### config.mk
export PLATFORM = sky130hd
export DESIGN_NAME = uart_tx_arbiter
export DESIGN_NICKNAME = d
export VERILOG_FILES = /design/src/rtl/uart_pkg.sv /design/src/rtl/rr_arbiter.sv /design/src/rtl/uart_tx_arbiter.sv
export SDC_FILE = /design/constraint.sdc
export NUM_CORES = 1
export LEC_CHECK = 0
export ABC_AREA = 0
export CAP_MARGIN = 20
export CORE_ASPECT_RATIO = 0.8
export CORE_MARGIN = 3
export CORE_UTILIZATION = 48
export DETAILED_ROUTE_END_ITERATION = 7
export PLACE_DENSITY = 0.89
export REMOVE_ABC_BUFFERS = 1
export SETUP_SLACK_MARGIN = 0.1
export SKIP_CTS_REPAIR_TIMING = 1
export SYNTH_ARGS = -nofsm -noshare
export SYNTH_HDL_FRONTEND = slang
export SYNTH_SLANG_ARGS = --single-unit
export TNS_END_PERCENT = 1
### constraint.sdc
create_clock -name clk_50M -period 3.4 [get_ports clk_50M]
set_clock_uncertainty 0.1 [all_clocks]
set_input_delay 0.51 -clock clk_50M [delete_from_list [all_inputs] [get_ports clk_50M]]
set_output_delay 0.51 -clock clk_50M [all_outputs]
set_load 0.02 [all_outputs]
### src/rtl/uart_pkg.sv
// rtl/uart_pkg.sv - shared UART constants and arbiter state encoding
package uart_pkg;

    typedef enum logic [2:0] {
        ST_IDLE,
        ST_LAUNCH,
        ST_WAIT_BUSY,
        ST_WAIT_DONE,
        ST_HOLD
    } arb_state_e;

    // 115200 baud from the 50 MHz system clock
    localparam int CLKS_PER_BIT     = 434;
    localparam int WAIT_TIMEOUT_DEF = 8;
    localparam int HOLD_TIMEOUT_DEF = 65535;
    localparam int ARB_CNT_W        = 16;

endpackage

### src/rtl/rr_arbiter.sv
// rtl/rr_arbiter.sv - combinational rotating-priority one-hot pick starting after ptr_i
module rr_arbiter #(
    parameter int NUM_REQ = 4,
    parameter int PW      = $clog2(NUM_REQ)
) (
    input  logic [NUM_REQ-1:0] req_i,
    input  logic [PW-1:0]      ptr_i,
    output logic [NUM_REQ-1:0] gnt_o
);

    logic          found;
    logic [PW-1:0] idx;

    always_comb begin
        gnt_o = '0;
        found = 1'b0;
        idx   = '0;
        for (int i = 1; i <= NUM_REQ; i++) begin
            idx = PW'((int'(ptr_i) + i) % NUM_REQ);
            if (!found && req_i[idx]) begin
                gnt_o[idx] = 1'b1;
                found      = 1'b1;
            end
        end
    end

endmodule

### src/rtl/uart_tx_arbiter.sv
// rtl/uart_tx_arbiter.sv - round-robin sharing of one uart_tx; packet lock under UART_TX_ARB_LOCK_EN
module uart_tx_arbiter
    import uart_pkg::*;
#(
    parameter int NUM_REQ      = 4,
    parameter int WAIT_TIMEOUT = WAIT_TIMEOUT_DEF,
    parameter int HOLD_TIMEOUT = HOLD_TIMEOUT_DEF
) (
    input  logic                 clk_50M,
    input  logic                 i_rst,
    input  logic [NUM_REQ-1:0]   i_req_valid,
    input  logic [8*NUM_REQ-1:0] i_req_data,
    input  logic [NUM_REQ-1:0]   i_req_last,
    output logic [NUM_REQ-1:0]   o_req_ready,
    output logic                 o_tx_avail,
    output logic [7:0]           o_tx_byte,
    input  logic                 i_tx_busy,
    input  logic                 i_tx_done,
    output logic [NUM_REQ-1:0]   o_grant,
    output logic                 o_err
);

    localparam int PW = $clog2(NUM_REQ);
    localparam logic [ARB_CNT_W-1:0] WAIT_LIM = ARB_CNT_W'(WAIT_TIMEOUT - 1);

    arb_state_e           state_q, state_d;
    logic [PW-1:0]        ptr_q, ptr_d;
    logic [7:0]           byte_q, byte_d;
    logic [ARB_CNT_W-1:0] cnt_q, cnt_d, cnt_inc;
    logic                 err_q, err_d;

    logic [NUM_REQ-1:0]   win_gnt;
    logic [PW-1:0]        win_idx;
    logic [7:0]           win_byte;

    rr_arbiter #(
        .NUM_REQ (NUM_REQ),
        .PW      (PW)
    ) u_rr (
        .req_i   (i_req_valid),
        .ptr_i   (ptr_q),
        .gnt_o   (win_gnt)
    );

    always_comb begin
        win_idx  = '0;
        win_byte = '0;
        for (int k = 0; k < NUM_REQ; k++) begin
            if (win_gnt[k]) begin
                win_idx  = PW'(k);
                win_byte = i_req_data[8*k +: 8];
            end
        end
    end

`ifdef UART_TX_ARB_LOCK_EN
    localparam logic [ARB_CNT_W-1:0] HOLD_LIM = ARB_CNT_W'(HOLD_TIMEOUT - 1);

    logic       last_q, last_d;
    logic       win_last, own_last;
    logic [7:0] own_byte;

    always_comb begin
        win_last = 1'b0;
        own_last = 1'b0;
        own_byte = '0;
        for (int k = 0; k < NUM_REQ; k++) begin
            if (win_gnt[k]) begin
                win_last = i_req_last[k];
            end
            if (ptr_q == PW'(k)) begin
                own_last = i_req_last[k];
                own_byte = i_req_data[8*k +: 8];
            end
        end
    end
`else
    logic unused_cfg;
    assign unused_cfg = ^i_req_last ^ (HOLD_TIMEOUT == 0);
`endif

    // saturating so a stalled owner can never wrap back under the limit
    assign cnt_inc = (&cnt_q) ? cnt_q : cnt_q + 1'b1;

    always_comb begin
        state_d = state_q;
        ptr_d   = ptr_q;
        byte_d  = byte_q;
        cnt_d   = cnt_q;
        err_d   = err_q;
`ifdef UART_TX_ARB_LOCK_EN
        last_d  = last_q;
`endif
        case (state_q)
            ST_IDLE: begin
                if ((|i_req_valid) && !i_tx_busy) begin
                    ptr_d   = win_idx;
                    byte_d  = win_byte;
`ifdef UART_TX_ARB_LOCK_EN
                    last_d  = win_last;
`endif
                    state_d = ST_LAUNCH;
                end
            end
            ST_LAUNCH: begin
                cnt_d   = '0;
                state_d = ST_WAIT_BUSY;
            end
            ST_WAIT_BUSY: begin
                if (i_tx_busy) begin
                    state_d = ST_WAIT_DONE;
                end else if (cnt_q >= WAIT_LIM) begin
                    err_d   = 1'b1;
                    state_d = ST_IDLE;
                end else begin
                    cnt_d = cnt_inc;
                end
            end
            ST_WAIT_DONE: begin
                if (i_tx_done) begin
`ifdef UART_TX_ARB_LOCK_EN
                    if (!last_q) begin
                        cnt_d   = '0;
                        state_d = ST_HOLD;
                    end else begin
                        state_d = ST_IDLE;
                    end
`else
                    state_d = ST_IDLE;
`endif
                end
            end
`ifdef UART_TX_ARB_LOCK_EN
            ST_HOLD: begin
                if (i_req_valid[ptr_q] && !i_tx_busy) begin
                    byte_d  = own_byte;
                    last_d  = own_last;
                    state_d = ST_LAUNCH;
                end else if (cnt_q >= HOLD_LIM) begin
                    err_d   = 1'b1;
                    state_d = ST_IDLE;
                end else begin
                    cnt_d = cnt_inc;
                end
            end
`endif
            default: state_d = ST_IDLE;
        endcase
    end

    always_ff @(posedge clk_50M or posedge i_rst) begin
        if (i_rst) begin
            state_q <= ST_IDLE;
            ptr_q   <= PW'(NUM_REQ - 1);
            byte_q  <= '0;
            cnt_q   <= '0;
            err_q   <= 1'b0;
`ifdef UART_TX_ARB_LOCK_EN
            last_q  <= 1'b0;
`endif
        end else begin
            state_q <= state_d;
            ptr_q   <= ptr_d;
            byte_q  <= byte_d;
            cnt_q   <= cnt_d;
            err_q   <= err_d;
`ifdef UART_TX_ARB_LOCK_EN
            last_q  <= last_d;
`endif
        end
    end

    // ptr_q always names the current owner outside IDLE
    assign o_grant     = (state_q == ST_IDLE) ? '0 : (NUM_REQ'(1) << ptr_q);
    assign o_tx_avail  = (state_q == ST_LAUNCH);
    assign o_req_ready = (state_q == ST_LAUNCH) ? o_grant : '0;
    assign o_tx_byte   = byte_q;
    assign o_err       = err_q;

endmodule

==> metrics.txt <==
status finished, final reports clean; total grt overflow 0; fin crit share 0.9189; register area 728.2 um2; Slew Limit Fails 0; largest stage delay on the critical path 0.66 ns; FF+latch count, synth 29; Setup CP Type flip-flop to flip-flop; 1st-pass router iterations 4; asr flop ratio synth 1.000; most instantiated library cell after synthesis nor2_1; via count 2063; crit start category flip-flop; nets@finish 350; RSZ-0062 raised after global routing no; Root Buffer clkbuf_8; Max Fanout on Critical Path 10; setup TNS 0 ns; area growth from synthesis to layout 41.09%; Fillers just over 300; Via density 5.811; highest clock rate 320.1 MHz; Routed Antenna Nets 0; MaxCap Viol Count 0; Total GRT Usage 0.2483; CP arrival 3.18 ns; final wirelength 6019 um; adder-cell share of the synthesized area 0.05223; total number of yosys warnings 0; clock period minus final worst setup slack 3.124 ns; H-tree Lvls 2; most frequent cells after synthesis 28 x nor2_1, 27 x dfrtp_1, 23 x nand2_1; WL/cell 16.95 um; Tightest Hold Check Type flip-flop to flip-flop; post-synth top area share 0.3134; post-detail-place hpwl 4352 um; width of the die 80.93 um; Leak Pwr around 1.3 nW; TritonCTS Buffers 5; antenna violations before repair 0; worst slew pin tran between 0.7 and 0.8 ns; main area contributors after synthesis dfrtp_1 31%, o311ai_2 6.0%, a221oi_2 5.6%; share of layout cells above drive strength 1 0.2013; Initial Util 0.5065; die area ~0.0053 mm2; clk_lat worst skew approximately 0.29 ns; clk buf depth 2; area share of and/or/nand/nor cells after synthesis 0.2618; Ports 62; # DRC 0; Synth Area in XOR/XNOR 0; worst ir drop on vdd 0.5740 mV; # setup viols final 0; Final Hold Vio Count 0; number of enable flip-flop cells after synthesis 0; Top FF cell, synth dfrtp_1; Initial DRC Count 114; switching pwr roughly 1.1 mW; Avg Inst Size Synth 9.799 um2; global-route wire length before repair 10010 um; slowest CP cell dfstp_2; sequential area share after synthesis 0.3378; CTS sink cnt 29; clock-pin transition on the worst setup and hold timing paths 0.06 ns; CP endpoint kind flip-flop; Clk pwr share 0.145; Pwr Density 857.7 mW/mm2; largest family of logic cells by synthesized area compound AO/OA/AOI/OAI gates; Synth cell types 50; relative slew slack 0.4982; vias in the first global route around 2.1k; WP data required 3.45 ns; Post-Syn Area 0.002156 mm2; Multi-input gate area 0.001366 mm2; Cell Rows 21; Gate Count Post-Synth 220; die height between 60 and 70 um; largest net degree at the start of global routing 30; sequential fraction of design power 0.204; port bufs 57; GPL Wtd Cong 0.8616; cell taking the most area after synthesis dfrtp_1; post-synthesis mux area share 0.05688; Pint 1.480 mW; Post-Route Utilization 0.7146; compound-cell area share of the yosys netlist 0.2629; Sw Share 0.4328; Gate power share 0.651; TritonCTS clock tree built; Std-Cell Core Area 0.004257 mm2; crit-path cells inv_1 > ha_1 > mux4_1 > buf_4 > o21ai_0 > or3_1 > buf_12 > a221oi_2 > o311ai_2; Ant. Diodes 0
[metal layers]
| layer | GRT usage | up-vias | wire length [um] | part of all wire |
|---|---|---|---|---|
| met5 | 0 | - | 0 | 0 |
| met4 | 0.09494 | 0 | 99 | 0.016 |
| met3 | 0.04905 | 11 | 386 | 0.064 |
| met2 | 0.4006 | 73 | 2949 | 0.49 |
| met1 | 0.3274 | 993 | 2584 | 0.43 |
| li1 | - | 986 | - | - |
[placed cells by master (no fill, tap or decap), drive strengths merged, types with 2 or more instances in the layout]
cell type	synthesis	routed
nor3	3	3
mux4	4	4
clkbuf	4	7
dfstp	2	2
inv	7	7
nand2	23	23
a21oi	13	13
and2	6	6
a221oi	8	8
buf	3	20
o21a	3	3
a41oi	2	2
o21bai	8	8
nor3b	3	3
nor2b	2	2
and4	2	2
nand4	8	8
nor4b	2	2
and3	10	10
nor2	28	28
clkdlybuf4s50	0	57
o21ai	5	5
o311ai	8	8
or2b	2	2
dfrtp	27	27
nand2b	3	3
nor4	3	3
nand3b	4	4
ha	9	9
[layout make-up]
cell class	instances	share of cell area
Multi-Input combinational cell	177	0.4492
Clock buffer	7	0.02838
Timing Repair Buffer	77	0.2411
Sequential cell	29	0.2394
Tap cell	57	0.02345
Inverter	7	0.008638
Clock inverter	1	0.009872
[final timing paths]
check,from,to,slack [ns],depth (start not counted)
setup / recovery,ptr_q[0],o_tx_byte[1],0.28,9
hold / removal,o_err,o_err,0.36,1
setup reg to reg,ptr_q[0],o_tx_byte[1],0.28,9
hold reg to reg,o_err,o_err,0.36,1
max in group asynchronous,i_rst,ptr_q[0],2.39,3
min in group asynchronous,i_rst,o_tx_byte[0],0.48,3
[power by group through the flow]
stage	clock, mW	combinational (mW)	sequential [mW]
6_report	0.379	1.70	0.532
5_1_grt	0.401	1.82	0.543
3_3_place_gp	0	1.59	0.538
3_5_place_dp	0	1.64	0.545
4_1_cts	0.383	1.66	0.542
2_1_floorplan	0	0.968	0.576
[cells by family after synthesis]
| logic type | after synthesis |
|---|---|
| muxes | 6 |
| DFF | 29 |
| AOI/OAI and AO/OA | 58 |
| adders and majority gates | 9 |
| and+or+nand+nor | 104 |
| buffers and inverters | 14 |
[worst max-delay path: cells and delay by family, from the launching register on]
family	cells	cell delay, ns
AOI/OAI and AO/OA	3	0.69
adders and majority gates	1	0.35
muxes	1	0.30
buffers and inverters	3	0.42
DFF	1	0.66
and+or+nand+nor	1	0.46
[per-stage QoR]
step	area (um2)	hold WS (ns)	cells	setup WS [ns]	power (mW)
after CTS	3027	0.3659	353	0.2429	2.587
after floorplan	2121	0.3671	213	0.3371	1.544
after detailed placement	2910	0.3482	345	0.08424	2.184
after global placement	2910	0.3415	345	0.1301	2.127
after global routing	3042	0.3827	355	0.1379	2.761
final	3042	0.3643	355	0.2757	2.609
[registers in the layout, indices dropped and copies added (netlist names)]
| signal | flops |
|---|---|
| ptr_q | 2 |
| o_tx_byte | 8 |
| state_q | 2 |
| o_err | 1 |
| cnt_q | 16 |
Note: power is estimated with default switching activity, not from simulation.
==> RTL edit 1, RTL diff (same settings) <==
Build with the macro `UART_TX_ARB_LOCK_EN` defined.
--- a/src/rtl/uart_tx_arbiter.sv
+++ b/src/rtl/uart_tx_arbiter.sv
@@ -1,4 +1,6 @@
 // rtl/uart_tx_arbiter.sv - round-robin sharing of one uart_tx; packet lock under UART_TX_ARB_LOCK_EN
+`define UART_TX_ARB_LOCK_EN
+
 module uart_tx_arbiter
     import uart_pkg::*;
 #(
Check against the original RTL: not equivalent (Yosys sat finds a counterexample within 10 cycles, from zero or initial values and one cycle with i_rst high).
==> RTL edit 1 against the unedited design <==
  * Power rose by 25%
  * Sequential share of layout area is 2.4 points lower
  * Synthesized cell count up 47%
  * Wire length up 41%
  * Sequential cell count grew 2
  * Area after synthesis rose by 33%
  * Worst setup slack worse by 0.032 ns
  * Die area up 30%
  * Cell area is 19% higher
  * Critical endpoint is now o_grant[2]
  * Largest cell class unchanged
  * Largest power group unchanged
==> RTL edit 1: results (changes against the unedited design) <==
stage,metric,value,unit,change
run_status,run status,finished clean,,
placement,Final HPWL DP,6.190,mm,+42%
placement,IO Port Bufs,61,,+7.0%
setup_path,arrival time worst endpoint,2.55,ns,-0.63 ns
clock_tree,CTS buffer count,5,,unchanged
pwr,worst vdd ir,0.4463,mV,-22%
synth,sequential share of the synthesized area,27.17,%,-6.6 points
drt,1st-pass router iterations,7,,+3
global_routing,number of global-route vias before repair,2832,,+34%
cells_and_area,share of post-route cells with drive strength above 1,12.20,%,-7.9 points
placement,placed cells,448,,+30%
cells_and_area,nets@finish,431,,+23%
setup_path,Worst Path Max Fanout,23,,+13
clock_tree,CTS root buf,clkbuf_8,,
global_routing,first-pass GRT wire length,13.64,mm,+36%
synth,Syn Area/Cell,8.839,sq um,-9.8%
synth,yosys warns,0,,unchanged
cells_and_area,Largest register FFs,16,,unchanged
cells_and_area,Antenna Cells,0,,unchanged
placement,GPL Wtd Cong,0.8812,,+2.3%
pwr,LEAKAGE,1.404,nW,+8.0%
synth,Post-synth top cells,"dfrtp_1 (29), nand2_1 (25), clkbuf_1 (19), nor2b_1 (17), a21oi_1 (16)",,
drt,routed length per instance,18.59,um,+9.7%
placement,pre-CTS setup slack,0.2517,ns,+0.1675 ns
timing,Worst-Margin Slew,0.8868,ns,+0.1446 ns
drt,starting DRC count in detailed routing,223,,+96%
synth,top post-synthesis cells by area,"dfrtp_1 (25%), a221oi_2 (4.7%), ha_1 (4.4%)",,
timing,final worst setup slack,0.2434,ns,-0.03224 ns
clock_tree,clk buf depth,2,,unchanged
global_routing,largest net degree at the start of global routing,32,,+6.7%
synth,Unique masters post-synth,56,,+12%
clock_tree,"Clk pin slew, worst setup/hold paths",0.07,ns,
cells_and_area,Finished Layout Cells,455,,+28%
global_routing,GRT Util Overall,24.52,%,-0.32 points
drt,drt via density,6.525,,+12%
## RTL edit 1: cell types whose count changed after synthesis, moves of 9 or more
cell and delta:
o21ai_1 +12, nor2_1 -21, o31ai_1 +9, clkbuf_1 +15
nor3_1 +10, nor2b_1 +15, a221oi_1 +9, o221ai_1 +9
o31a_1 +9, a21o_1 +9, nor4_1 +9
## RTL edit 1: critical path: stages (launching register included)
cell and delay, ns:
dfstp_2 0.64, ha_1 0.78, nor2b_1 0.21, clkdlybuf4s50_1 0.62
## RTL edit 1: cells by family after synthesis
| family | Yosys count | synth area share [%] |
|---|---|---|
| flops | 31 | 27.17 |
| fa+ha+maj | 10 | 4.369 |
| simple gates | 121 | 24.51 |
| compound gates | 114 | 31.89 |
| mux | 13 | 6.335 |
| buf+inv | 35 | 5.723 |
## RTL edit 1: cell type report
cell class | instances | area, sq um
clock buffers | 6 | 82.58
clock inverters | 1 | 5.005
fillers | 473 | 1998
inverters | 9 | 33.78
multi-input cells | 258 | 1927
flip-flops and latches | 31 | 778.2
well taps | 78 | 97.59
repair buffers | 72 | 693.2
## RTL edit 1: path summary, 6_finish.rpt
check	from	end	slack, ns	depth (start not counted)
min reg2reg	o_err	o_err	0.39	1
max	ptr_q[1]	o_grant[2]	0.24	3
min	o_err	o_err	0.39	1
min in group asynchronous	i_rst	o_tx_byte[6]	0.50	3
max in group asynchronous	i_rst	ptr_q[0]	2.36	3
max reg2reg	ptr_q[1]	o_tx_byte[3]	0.36	9
## RTL edit 1: metal layers
metal	vias to the layer above	GRT usage (%)	share of wire [%]
li1	1359	-	-
met1	1440	32.33	43
met2	160	42.68	48
met3	10	3.996	7.8
met4	0	6.096	0.80
met5	-	0	0
## RTL edit 1: where the power goes
group | switching, W | leakage [nW] | internal [W]
combinational | 0.00131 | 0.976 | 0.00106
clock | 0.000143 | 0.0470 | 0.000159
sequential | 0.000116 | 0.381 | 0.000463
## RTL edit 1: through the flow
stage	instance area (sq um)	utilization, %	total power (W)
floorplan	2734	-	0.002210
global placement	3530	62.86	0.002818
detailed placement	3530	62.86	0.002925
CTS	3617	64.42	0.003233
global route	3617	64.42	0.003477
finish	3617	64.42	0.003253
==> RTL edit 2, RTL diff (same settings) <==
Made on the original files. Register the output `o_err` once more; this adds one clock of latency there. The other outputs are not delayed to match.
--- a/src/rtl/uart_tx_arbiter.sv
+++ b/src/rtl/uart_tx_arbiter.sv
@@ -175,7 +175,9 @@
     assign o_tx_avail  = (state_q == ST_LAUNCH);
     assign o_req_ready = (state_q == ST_LAUNCH) ? o_grant : '0;
     assign o_tx_byte   = byte_q;
-    assign o_err       = err_q;
+    always_ff @(posedge clk_50M) begin
+        o_err <= err_q;
+    end
 
 endmodule
 
Formal check against the unedited RTL: same outputs for any inputs over 10 cycles, from zero or initial values and one cycle with i_rst high; that may be too few to reach the edited logic, so the function may still have changed.
==> RTL edit 2 against the unedited design <==
  * Worst setup slack gained 0.084 ns
  * Critical path depth stayed put
  * Wire length fell by 8.5%
  * Synthesized cell count rose by 1.8%
  * Count of clock-buffer cells in the layout is 2 lower
  * Power decreased by 9.4%
  * Area after synthesis decreased by 3.9%
  * Sequential cell count rose by 1
  * Cell area shrank 8.4%
==> RTL edit 2: results (changes against the unedited design) <==
stage,metric,value,unit,change
run_status,run status,finished clean,,
synth,register bit total from synthesis,30,,+3.4%
setup_path,arrival time worst endpoint,3.12,ns,-0.06 ns
timing,WHS,0.3149,ns,-0.04932 ns
synth,Syn Inst Count,224,,+1.8%
cells_and_area,Final Cell Area,2788,sq um,-8.4%
cells_and_area,nets@finish,338,,-3.4%
synth,Post-synth top cells,"dfrtp_1 (27), nor2_1 (25), a21oi_1 (17), nand2_1 (14), a31oi_1 (11)",,
cells_and_area,#MultiIn Comb,178,,+0.56%
pwr,internal power,0.001277,W,-14%
drt,final wirelength,5.510,mm,-8.5%
cells_and_area,nonclk buf count,66,,-14%
setup_path,CP peak stage delay,0.53,ns,-0.13 ns
floorplanning,Core Area,3979,sq um,-6.5%
cells_and_area,clock buffers,5,,-2
drt,drt via density,5.809,,about the same
cells_and_area,multi-input combinational area share,44.03,%,-0.89 points
cells_and_area,share of post-route cells with drive strength above 1,11.19,%,-8.9 points
pwr,LEAKAGE,1.148,nW,-12%
clock_tree,clk buf depth,2,,unchanged
placement,placed cells,333,,-3.5%
setup_path,FF-to-FF setup slack,0.36,ns,+0.08 ns
timing,Worst-Margin Slew,0.6007,ns,-0.1415 ns
drt,routed via count,1981,,-4.0%
synth,top post-synthesis cells by area,"dfrtp_1 (33%), ha_1 (5.4%), nor2_1 (4.5%)",,
pwr,Clock Power Share,12.6,%,-1.9 points
placement,Final HPWL DP,4.004,mm,-8.0%
global_routing,GRT Util Overall,23.12,%,-1.7 points
synth,sequential share of the synthesized area,36.13,%,+2.4 points
cells_and_area,Inverters,4,,-3
placement,dpl cell area,2698,sq um,-7.3%
cells_and_area,number of fill cells,317,,+1.9%
cells_and_area,clk tree area frac,3.232,%,-0.59 points
timing,fmax,328.9,MHz,+2.8%
global_routing,first-pass GRT wire length,9.232,mm,-7.7%
placement,pre-CTS setup slack,0.2033,ns,+0.1190 ns
synth,Unique masters post-synth,48,,-4.0%
cells_and_area,sequential share of cell area,26.84,%,+2.9 points
drt,starting DRC count in detailed routing,175,,+54%
worst_hold_path,hold depth,0,,-1
drt,1st-pass router iterations,5,,+1
synth,ys async rst share,96.67,%,-3.3 points
global_routing,number of global-route vias before repair,1946,,-7.8%
pwr,worst vdd ir,0.5014,mV,-13%
cells_and_area,fraction of area in non-clock buffers,22.89,%,-1.2 points
pwr,sequential power share,22.9,%,+2.5 points
placement,GPL Wtd Cong,0.9045,,+5.0%
pwr,Clk power,0.000298,W,-21%
## RTL edit 2: final timing paths
path,to,startpoint
min in group asynchronous,cnt_q[13],i_rst
worst max-delay path,o_tx_byte[0],ptr_q[0]
worst max register to register,o_tx_byte[0],ptr_q[0]
max in group asynchronous,ptr_q[1],i_rst
worst min-delay path,o_err,err_q
worst min register to register,o_err,err_q
## RTL edit 2: kinds of logic (layout without fill, tap and decap cells)
kind of cell / Yosys count / count (layout) / share of synthesized area (%)
mux: 4 / 4 / 4.351
flops: 30 / 30 / 36.13
simple gates: 96 / 96 / 26.71
fa+ha+maj: 9 / 9 / 5.438
compound gates: 68 / 68 / 22.36
buf+inv: 16 / 78 / 4.592
xor+xnor: 1 / 1 / 0.4230
## RTL edit 2: per-layer routing
layer  global-route usage (%)  vias to the layer above  share of wire, %
li1                         -                      965                 -
met1                    32.63                      917                46
met2                    33.02                       91                44
met3                    5.417                        8               8.5
met4                    11.37                        0               1.5
met5                        0                        -                 0
